`src/rtl/tff_chk_pkg.sv`:
```
// Shared types and constants for the tff stimulus generator / checker.
// Latency: n/a (declarations only). Backpressure: n/a.
package tff_chk_pkg;

  localparam int LFSR_W  = 16;
  localparam int ERR_W   = 8;
  localparam int TRACE_W = 19;
  localparam int CNT_W   = 16;

  localparam logic [LFSR_W-1:0] LFSR_TAPS = 16'hB400;

  typedef enum logic [2:0] {
    IDLE,
    HOLD,
    WAIT,
    APPLY,
    DRAIN,
    DONE
  } chk_state_e;

  // Right-shifting Galois step; the feedback bit is the outgoing LSB.
  function automatic logic [LFSR_W-1:0] lfsr_step(input logic [LFSR_W-1:0] s);
    return (s >> 1) ^ (s[0] ? LFSR_TAPS : '0);
  endfunction

endpackage

```
`src/rtl/tff_chk_if.sv`:
```
// DUT-facing bus of the checker: stimulus out, q back, plus the trace strobe.
// Latency: wiring only. Backpressure: none, trace consumer must accept every strobe.
interface tff_chk_if;
  import tff_chk_pkg::*;

  logic               dut_rstn;
  logic               dut_t;
  logic               dut_q;
  logic               trace_valid;
  logic [TRACE_W-1:0] trace_data;

  modport master (
    output dut_rstn,
    output dut_t,
    output trace_valid,
    output trace_data,
    input  dut_q
  );

  modport slave (
    input  dut_rstn,
    input  dut_t,
    input  trace_valid,
    input  trace_data,
    output dut_q
  );

endinterface

```
`src/rtl/tff_chk_lfsr.sv`:
```
// 16-bit Galois LFSR with synchronous seed load and advance enable.
// Latency: new state visible the cycle after load/advance. Backpressure: none.
module tff_chk_lfsr
  import tff_chk_pkg::*;
#(
  parameter logic [LFSR_W-1:0] SEED = 16'hACE1
) (
  input  logic              clk,
  input  logic              rstn,
  input  logic              load_i,
  input  logic              adv_i,
  output logic [LFSR_W-1:0] state_o
);

  logic [LFSR_W-1:0] state_q, state_d;

  always_comb begin
    state_d = state_q;
    if (load_i) begin
      state_d = SEED;
    end else if (adv_i) begin
      state_d = lfsr_step(state_q);
    end
  end

  always_ff @(posedge clk or negedge rstn) begin
    if (!rstn) begin
      state_q <= SEED;
    end else begin
      state_q <= state_d;
    end
  end

  assign state_o = state_q;

endmodule

```
`src/rtl/tff_stim_check.sv`:
```
// Self-test stimulus generator and q checker for a toggle flip-flop; TFF_CHK_TRACE_EN adds a per-cycle trace.
// Latency: run = HOLD_CYC + sum(delay+1) + DRAIN_CYC cycles busy, verdict on the following cycle.
// Backpressure: none; start is only honoured in IDLE/DONE and ignored while a run is busy.
module tff_stim_check
  import tff_chk_pkg::*;
#(
  parameter int               NUM_STEPS = 20,
  parameter int               DLY_W     = 5,
  parameter int               HOLD_CYC  = 2,
  parameter int               DRAIN_CYC = 4,
  parameter logic [LFSR_W-1:0] SEED     = 16'hACE1
) (
  input  logic             clk,
  input  logic             rstn,
  input  logic             start,
  tff_chk_if.master        bus,
  output logic             busy,
  output logic             done,
  output logic             pass,
  output logic [ERR_W-1:0] err_cnt
);

  chk_state_e        state_q, state_d;
  logic [CNT_W-1:0]  cnt_q, cnt_d;
  logic [7:0]        step_q, step_d;
  logic [ERR_W-1:0]  err_q, err_d;
  logic              rstn_q, rstn_d;
  logic              t_q, t_d;
  logic              busy_q, busy_d;
  logic              done_q, done_d;
  logic              pass_q, pass_d;
  logic              exp_q;

  logic              start_acc;
  logic              lfsr_adv;
  logic              chk_en;
  logic              mismatch;
  logic              go_step;
  logic [LFSR_W-1:0] lfsr;
  logic [LFSR_W-1:0] lfsr_nxt;
  logic [DLY_W-1:0]  dly_sel;

  assign start_acc = start && (state_q == IDLE || state_q == DONE);
  assign lfsr_adv  = (state_q == APPLY);
  assign lfsr_nxt  = lfsr_step(lfsr);
  // HOLD exits with the seed's delay; APPLY picks the delay of the state it advances to.
  assign dly_sel   = (state_q == HOLD) ? lfsr[DLY_W-1:0] : lfsr_nxt[DLY_W-1:0];

  tff_chk_lfsr #(
    .SEED (SEED)
  ) u_lfsr (
    .clk     (clk),
    .rstn    (rstn),
    .load_i  (start_acc),
    .adv_i   (lfsr_adv),
    .state_o (lfsr)
  );

  assign chk_en = (state_q == WAIT) || (state_q == APPLY) || (state_q == DRAIN) ||
                  ((state_q == HOLD) && !rstn_q);
  assign mismatch = (bus.dut_q != exp_q);

  always_comb begin
    state_d = state_q;
    cnt_d   = cnt_q;
    step_d  = step_q;
    rstn_d  = rstn_q;
    t_d     = t_q;
    busy_d  = busy_q;
    done_d  = done_q;
    pass_d  = pass_q;
    err_d   = err_q;
    go_step = 1'b0;

    if (chk_en && mismatch && (err_q != '1)) begin
      err_d = err_q + 1'b1;
    end

    case (state_q)
      IDLE, DONE: begin
        if (start) begin
          state_d = HOLD;
          cnt_d   = CNT_W'(HOLD_CYC);
          step_d  = '0;
          rstn_d  = 1'b0;
          t_d     = 1'b0;
          busy_d  = 1'b1;
          done_d  = 1'b0;
          pass_d  = 1'b0;
          err_d   = '0;
        end
      end
      HOLD: begin
        if (cnt_q <= CNT_W'(1)) begin
          rstn_d  = 1'b1;
          go_step = 1'b1;
        end else begin
          cnt_d = cnt_q - 1'b1;
        end
      end
      WAIT: begin
        if (cnt_q == '0) begin
          state_d = APPLY;
        end else begin
          cnt_d = cnt_q - 1'b1;
        end
      end
      APPLY: begin
        t_d    = lfsr[LFSR_W-1];
        step_d = step_q + 8'd1;
        if (step_d == 8'(NUM_STEPS)) begin
          state_d = DRAIN;
          cnt_d   = CNT_W'(DRAIN_CYC);
        end else begin
          go_step = 1'b1;
        end
      end
      DRAIN: begin
        if (cnt_q <= CNT_W'(1)) begin
          state_d = DONE;
          busy_d  = 1'b0;
          done_d  = 1'b1;
          pass_d  = (err_d == '0);
        end else begin
          cnt_d = cnt_q - 1'b1;
        end
      end
      default: begin
        state_d = IDLE;
      end
    endcase

    // WAIT is loaded with delay-1 (or skipped) so each step spans delay+1 cycles including APPLY.
    if (go_step) begin
      if (dly_sel == '0) begin
        state_d = APPLY;
      end else begin
        state_d = WAIT;
        cnt_d   = CNT_W'(dly_sel) - 1'b1;
      end
    end
  end

  always_ff @(posedge clk or negedge rstn) begin
    if (!rstn) begin
      state_q <= IDLE;
      cnt_q   <= '0;
      step_q  <= '0;
      err_q   <= '0;
      rstn_q  <= 1'b0;
      t_q     <= 1'b0;
      busy_q  <= 1'b0;
      done_q  <= 1'b0;
      pass_q  <= 1'b0;
      exp_q   <= 1'b0;
    end else begin
      state_q <= state_d;
      cnt_q   <= cnt_d;
      step_q  <= step_d;
      err_q   <= err_d;
      rstn_q  <= rstn_d;
      t_q     <= t_d;
      busy_q  <= busy_d;
      done_q  <= done_d;
      pass_q  <= pass_d;
      // Reference tff fed by the same registered stimulus the DUT samples.
      exp_q   <= rstn_q ? (exp_q ^ t_q) : 1'b0;
    end
  end

  assign bus.dut_rstn = rstn_q;
  assign bus.dut_t    = t_q;
  assign busy         = busy_q;
  assign done         = done_q;
  assign pass         = pass_q;
  assign err_cnt      = err_q;

`ifdef TFF_CHK_TRACE_EN
  logic [15:0]        cyc_q;
  logic               trc_vld_q;
  logic [TRACE_W-1:0] trc_dat_q;

  always_ff @(posedge clk or negedge rstn) begin
    if (!rstn) begin
      cyc_q     <= '0;
      trc_vld_q <= 1'b0;
      trc_dat_q <= '0;
    end else begin
      cyc_q     <= start_acc ? 16'd0 : cyc_q + 16'd1;
      trc_vld_q <= busy_q;
      trc_dat_q <= {cyc_q, rstn_q, t_q, bus.dut_q};
    end
  end

  assign bus.trace_valid = trc_vld_q;
  assign bus.trace_data  = trc_dat_q;
`else
  assign bus.trace_valid = 1'b0;
  assign bus.trace_data  = '0;
`endif

endmodule

```
`src/flat_wrapper.sv`:
```
// flat-port wrapper written by rule: the top's interface ports become plain ports
module tff_stim_check_flat import tff_chk_pkg::*;
#(
  parameter int               NUM_STEPS = 20,
  parameter int               DLY_W     = 5,
  parameter int               HOLD_CYC  = 2,
  parameter int               DRAIN_CYC = 4,
  parameter logic [LFSR_W-1:0] SEED     = 16'hACE1
)
  (clk, rstn, start, busy, done, pass, err_cnt, bus_dut_rstn, bus_dut_t, bus_trace_valid, bus_trace_data, bus_dut_q);
  tff_chk_if bus_i ();
  input  logic clk;
  input  logic rstn;
  input  logic start;
  output logic busy;
  output logic done;
  output logic pass;
  output logic [ERR_W-1:0] err_cnt;
  output wire logic [$bits(bus_i.dut_rstn)-1:0] bus_dut_rstn;
  output wire logic [$bits(bus_i.dut_t)-1:0] bus_dut_t;
  output wire logic [$bits(bus_i.trace_valid)-1:0] bus_trace_valid;
  output wire logic [$bits(bus_i.trace_data)-1:0] bus_trace_data;
  input wire logic [$bits(bus_i.dut_q)-1:0] bus_dut_q;
  assign bus_dut_rstn = bus_i.dut_rstn;
  assign bus_dut_t = bus_i.dut_t;
  assign bus_trace_valid = bus_i.trace_valid;
  assign bus_trace_data = bus_i.trace_data;
  assign bus_i.dut_q = bus_dut_q;
  tff_stim_check #(.NUM_STEPS(NUM_STEPS), .DLY_W(DLY_W), .HOLD_CYC(HOLD_CYC), .DRAIN_CYC(DRAIN_CYC), .SEED(SEED)) u_core (.clk(clk), .rstn(rstn), .start(start), .bus(bus_i), .busy(busy), .done(done), .pass(pass), .err_cnt(err_cnt));
endmodule
```
`config.mk`:
```
export PLATFORM = sky130hd
export DESIGN_NAME = tff_stim_check_flat
export DESIGN_NICKNAME = d
export VERILOG_FILES = /design/src/rtl/tff_chk_pkg.sv /design/src/rtl/tff_chk_if.sv /design/src/rtl/tff_chk_lfsr.sv /design/src/rtl/tff_stim_check.sv /design/src/flat_wrapper.sv
export SDC_FILE = /design/constraint.sdc
export NUM_CORES = 1
export LEC_CHECK = 0
export ABC_CLOCK_PERIOD_IN_PS = 2850
export BUFFER_PORTS_ARGS = -buffer_cell sky130_fd_sc_hd__buf_4
export CAP_MARGIN = 25
export CORE_ASPECT_RATIO = 1.2
export CORE_MARGIN = 1.5
export CORE_UTILIZATION = 54
export CTS_CLUSTER_SIZE = 12
export DETAILED_ROUTE_END_ITERATION = 8
export GPL_ROUTABILITY_DRIVEN = 0
export PLACE_DENSITY = 0.83
export SYNTH_ARGS = -nofsm -noshare
export SYNTH_HDL_FRONTEND = slang
export SYNTH_SLANG_ARGS = --single-unit
```
`constraint.sdc`:
```
create_clock -name clk -period 2.85 [get_ports clk]
set_clock_uncertainty 0.2 [all_clocks]
set_input_delay 0.57 -clock clk [delete_from_list [all_inputs] [get_ports clk]]
set_output_delay 0.57 -clock clk [all_outputs]
set_load 0.01 [all_outputs]
```
Word level (Yosys, flattened, before mapping)
Index checks and enable logic that the tools add are counted.
W data, S select, Z words.
Word-level totals
  flip-flop bits (word level): 57
  output and inout port bits: 33
Operators by class
  add/sub/neg operators: 4
  magnitude comparators: 1
  eq/ne operators: 16
  mux-type cells: 37
  bitwise logic cells: 2
  reductions and logical operators: 23
Operators by type and width (number)
  $mux W16: 9
  $pmux W16 S4: 1
  $mux W8: 4
  $add A8 B1 Y8 const B: 2
  $le A16 B1 Y1 const B: 1
  $logic_not A16 Y1: 1
  $pmux W8 S2: 1
  $sub A16 B1 Y16 const B: 1
  $xor A15 B16 Y16: 1
  $mux W3: 5
  $pmux W3 S5: 1
  $pmux W1 S2: 6
  $mux W1: 9
  $ne A3 B2 Y1 const B: 3
  $eq A8 B5 Y1 const B: 1
  $logic_not A8 Y1: 1
  $ne A8 B8 Y1 const B: 1
  $reduce_bool A2 Y1: 4
  $eq A3 B2 Y1 const B: 2
  $eq A3 B3 Y1 const B: 2
  $ne A2 B2 Y1 const B: 3
  $reduce_and A3 Y1: 2
  $sub A5 B1 Y6 const B: 1
  $logic_not A5 Y1: 1
  other kinds (13): 20

Longest topological paths before layout
  word-level depth: 10
  gate-level depth with buffers: 11

Hierarchy
From an unflattened synthesis, not the netlist that was laid out.
Second synthesis, totals
  cell total of the unflattened synthesis: 411
  area total of the unflattened synthesis: 3674.8 um^2
By module, submodules not included
  tff_stim_check: times used 1, cells an instance 355, area each 2947.8 um^2
  tff_chk_lfsr: times used 1, cells an instance 56, area each 726.9 um^2

Worst setup path before layout
Ideal clock, no wire load.
  path type: reg-to-reg
  from: reg u_core.state_q[1]
  to: reg u_core.cnt_q[13]
  library setup time: 0.095 ns
  data arrival time: 2.406 ns
  data required time: 2.555 ns
  slack: 0.148 ns
  cell stages (with the launch flop): 10
  buffers on the path: 1
  clock period less this slack: 2.702 ns
  path through: dfrtp_1 -> nand2b_2 -> or2_2 -> a21boi_0 -> ha_1 -> or2b_2 -> a21oi_1 -> a22oi_4 -> buf_2 -> o31ai_1
On the way
  longest elaborated chain between the ends: 5
Ends and longest elaborated chain
  start: declaration: RTL line tff_stim_check.sv:23  | chk_state_e state_q, state_d;
  start signal: assignment: RTL line tff_stim_check.sv:157  | state_q <= state_d;
  $eq A3 B1 Y1 (tied with other cells): RTL line tff_stim_check.sv:47, tff_stim_check.sv:79
  $mux W5 (tied with other cells): RTL line tff_stim_check.sv:47  | assign dly_sel = (state_q == HOLD) ? lfsr[DLY_W-1:0] : lfsr_nxt[DLY_W-1:0];
  $sub A5 B1 Y6 (tied with other cells): RTL line tff_stim_check.sv:139  | cnt_d = CNT_W'(dly_sel) - 1'b1;
  $mux W16: RTL line tff_stim_check.sv:135  | if (dly_sel == '0) begin
  $mux W16 (*): RTL line tff_stim_check.sv:134  | if (go_step) begin
  via u_core.cnt_d[13]: RTL line tff_stim_check.sv:24  | logic [CNT_W-1:0] cnt_q, cnt_d;
  end signal: assignment: RTL line tff_stim_check.sv:158  | cnt_q <= cnt_d;
  end: declaration: RTL line tff_stim_check.sv:24
Mark *: on every way through the listed nets, which the timed path passes. The rest lies on a longest branch.
A chain may end at the register's enable or synchronous reset.

Worst setup path in the final report
  from: reg u_core.state_q[1]
  to: reg u_core.cnt_q[3]
Same word-level chain as after synthesis.

==> impl_metrics.json <==
{
  "status": "finished, final reports clean",
  "drt-initial-drc-count": 191,
  "grt_pass1_vias": 2995,
  "r2r_cells": 9,
  "rows": 33,
  "antenna_found_initial": 0,
  "wirelength_um": 8010,
  "post_drt_wl_per_cell_um": 15.1,
  "initial_core_util_pct": 55.6,
  "area_growth_pct": 8.71,
  "antenna_cells": 0,
  "clock_sinks": 57,
  "synth.avg_cell_area_um2": 8.90,
  "async_reset_ff_share_pct": 100,
  "drive_above_1_share_pct": 19.0,
  "core-area_um2": 6770,
  "ant_nets": 0,
  "dr.pass1.iters": 5,
  "powerDensity_nw_per_um2": 997,
  "cp-end-kind": "register",
  "clock_tree.buffer_depth": 2,
  "avgViaCountPerCell": 5.88,
  "synth-xor-area-share_pct": 4.65,
  "ys_ff_latch": 57,
  "grt_usage_pct": 23.5,
  "crit_required_ns": 2.85,
  "num_io_pins": 37,
  "clk_latency_ns": 0.35,
  "clk_pin_slew_ns": 0.07,
  "dieArea_um2": 7480,
  "yosys.area_share.adder_pct": 1.66,
  "setup.worst_path.class": "register to register",
  "grt_max_degree": 58,
  "drc": 0,
  "synth_cell_types": 77,
  "synth_top_family_by_area": "simple AND/OR/NAND/NOR gates",
  "nNetsFinal": 446,
  "setup_viol": 0,
  "grt_overflow": 0,
  "synth_compound_area_share_pct": 19.7,
  "worst_slew_pin_slew_ns": 0.705,
  "yosysWarnings": 0,
  "cts_inserted_buffers": 9,
  "fin_crit_ns": 2.71,
  "post-route-period-util_pct": 95.2,
  "synth-simple-area-share_pct": 24.8,
  "vias": 3113,
  "cts_tree": "done",
  "dp_hpwl_um": 5560,
  "rsz0062_at_grt": "false",
  "fp.dieW_um": 79.2,
  "slew_viol_final": 0,
  "cts_root_buf": "clkbuf_8",
  "yosys.area.top_type": "dfrtp_1",
  "total_power_uw": 4080,
  "io_buffers": 16,
  "yosys-top-cells-area": "dfrtp_1, nand2_1, dfstp_2",
  "ys.flop_type": "dfrtp_1",
  "finalSetupTns_ns": 0,
  "leakage_uw": 0.00182,
  "cap_viol_max_count": 0,
  "cp_max_fo": 18,
  "max_freq_mhz": 369,
  "synth.top_cells.by_count": "nand2_1, dfrtp_1, nor2_1",
  "ctsHoldBuffers": 0,
  "die_y_um": 94.5,
  "yosysMostFrequentCell": "nand2_1",
  "seq_area_frac_synth_pct": 38.2,
  "h-tree-depth": 3,
  "worst_ep_arrival_time_ns": 2.71,
  "worstSetupStartpointType": "register",
  "finalHoldViolCount": 0,
  "syn-cell-area_um2": 3760,
  "synth_edf_count": 0,
  "worstHoldPathType": "input port to async pin",
  "max_slew_margin_pct": 53.0,
  "yosys-mux-area-fraction_pct": 1.93,
  "grt_pass1_wl_um": 13600,
  "synth_cells": 423,
  "vdd_drop_max_v": 0.000521,
  "synth_top_area_share_pct": 32.6
}
[layout by cell type, fill, tap and decap left out, types with 3 or more instances in the layout]
cell type and instances:
a211oi_1 5, a21o_1 3, a21oi_1 31, a21oi_2 3, a31oi_1 5, and2_1 4, and3_1 4, and4_1 3
buf_4 31, clkbuf_8 9, conb_1 20, dfrtp_1 49, dfstp_2 8, ha_1 4, inv_1 6, mux2i_1 5
nand2_1 59, nand3_1 19, nand4_1 6, nor2_1 33, nor2b_1 5, nor3_1 12, o211ai_1 3, o21ai_0 10
o21ai_1 11, o31ai_1 11, xnor2_1 9, xor2_1 10
[layout make-up]
type | instances | area (µm²)
clock inverters | 7 | 93.8
flip-flops and latches | 57 | 1440
repair buffers | 31 | 233
fillers | 591 | 2680
multi-input cells | 332 | 2070
clock buffers | 9 | 124
well taps | 87 | 109
inverters | 6 | 22.5
[worst paths after layout]
kind	start	to	slack, ns
max	u_core.state_q[1]	u_core.cnt_q[3]	0.14
min	rstn	u_core.step_q[5]	0.08
max reg2reg	u_core.state_q[1]	u_core.cnt_q[3]	0.14
min reg2reg	u_core.u_lfsr.state_o[6]	u_core.u_lfsr.state_o[6]	0.28
max in group asynchronous	rstn	u_core.state_q[2]	1.91
min in group clk	u_core.u_lfsr.state_o[6]	u_core.u_lfsr.state_o[6]	0.28
[routing by layer]
layer | up-vias | routed length (µm) | GRT usage [%]
li1 | 1496 | - | -
met1 | 1483 | 3420 | 28.9
met2 | 116 | 3990 | 39.0
met3 | 18 | 404 | 4.06
met4 | 0 | 198 | 12.7
met5 | - | 0 | 0
[where the power goes]
part | total (µW) | internal [µW] | switching (µW) | leakage [µW]
Sequential | 1310 | 1040 | 270 | 0.000740
Clock | 838 | 491 | 347 | 0.000106
Combinational | 1930 | 811 | 1120 | 0.000973
[registers in the layout, indices dropped and copies added (netlist names)]
| name | count |
|---|---|
| u_core.state_q | 3 |
| u_core.u_lfsr.state_o | 16 |
| u_core.exp_q | 1 |
| u_core.done | 1 |
| u_core.bus.dut_rstn | 1 |
| u_core.cnt_q | 16 |
| u_core.bus.dut_t | 1 |
| u_core.err_cnt | 8 |
| u_core.busy | 1 |
| u_core.step_q | 8 |
| u_core.pass | 1 |
[logic make-up (layout without fill, tap and decap cells)]
family,Yosys count,after routing
flops,57,57
other cells,1,20
mux,7,7
simple gates,172,172
buf+inv,53,53
compound gates,108,108
xor+xnor,20,20
fa+ha+maj,5,5
[critical path: stages, from the launching register on]
cell      delay (ns)
dfrtp_1         0.38
nand2b_2        0.24
or2_2           0.30
a21boi_1        0.21
ha_2            0.24
or2b_2          0.33
a21oi_2         0.16
a22oi_4         0.17
a221oi_1        0.26
a21oi_1         0.07
[repair_timing]
action | in CTS | in global routing
gates resized for setup | 1 | 3
setup buffers | 0 | 1
setup endpoints to repair | 2 | 13
pin swaps | 0 | 1
gates cloned | 0 | 0
[per-stage QoR]
| step | cell area, µm² | setup slack [ns] | hold WS [ns] | util [%] | instances |
|---|---|---|---|---|---|
| detailed placement | 3850 | 0.00315 | 0.278 | 56.9 | 512 |
| floorplan | 3840 | 0.148 | 0.0744 | - | 442 |
| finish | 4090 | 0.137 | 0.0806 | 60.4 | 529 |
| CTS | 4070 | 0.0626 | 0.103 | 60.1 | 528 |
| global placement | 3850 | 0.0974 | 0.270 | 56.9 | 512 |
| global route | 4090 | 0.00174 | 0.141 | 60.4 | 529 |
Note: power is estimated with default switching activity, not from simulation.
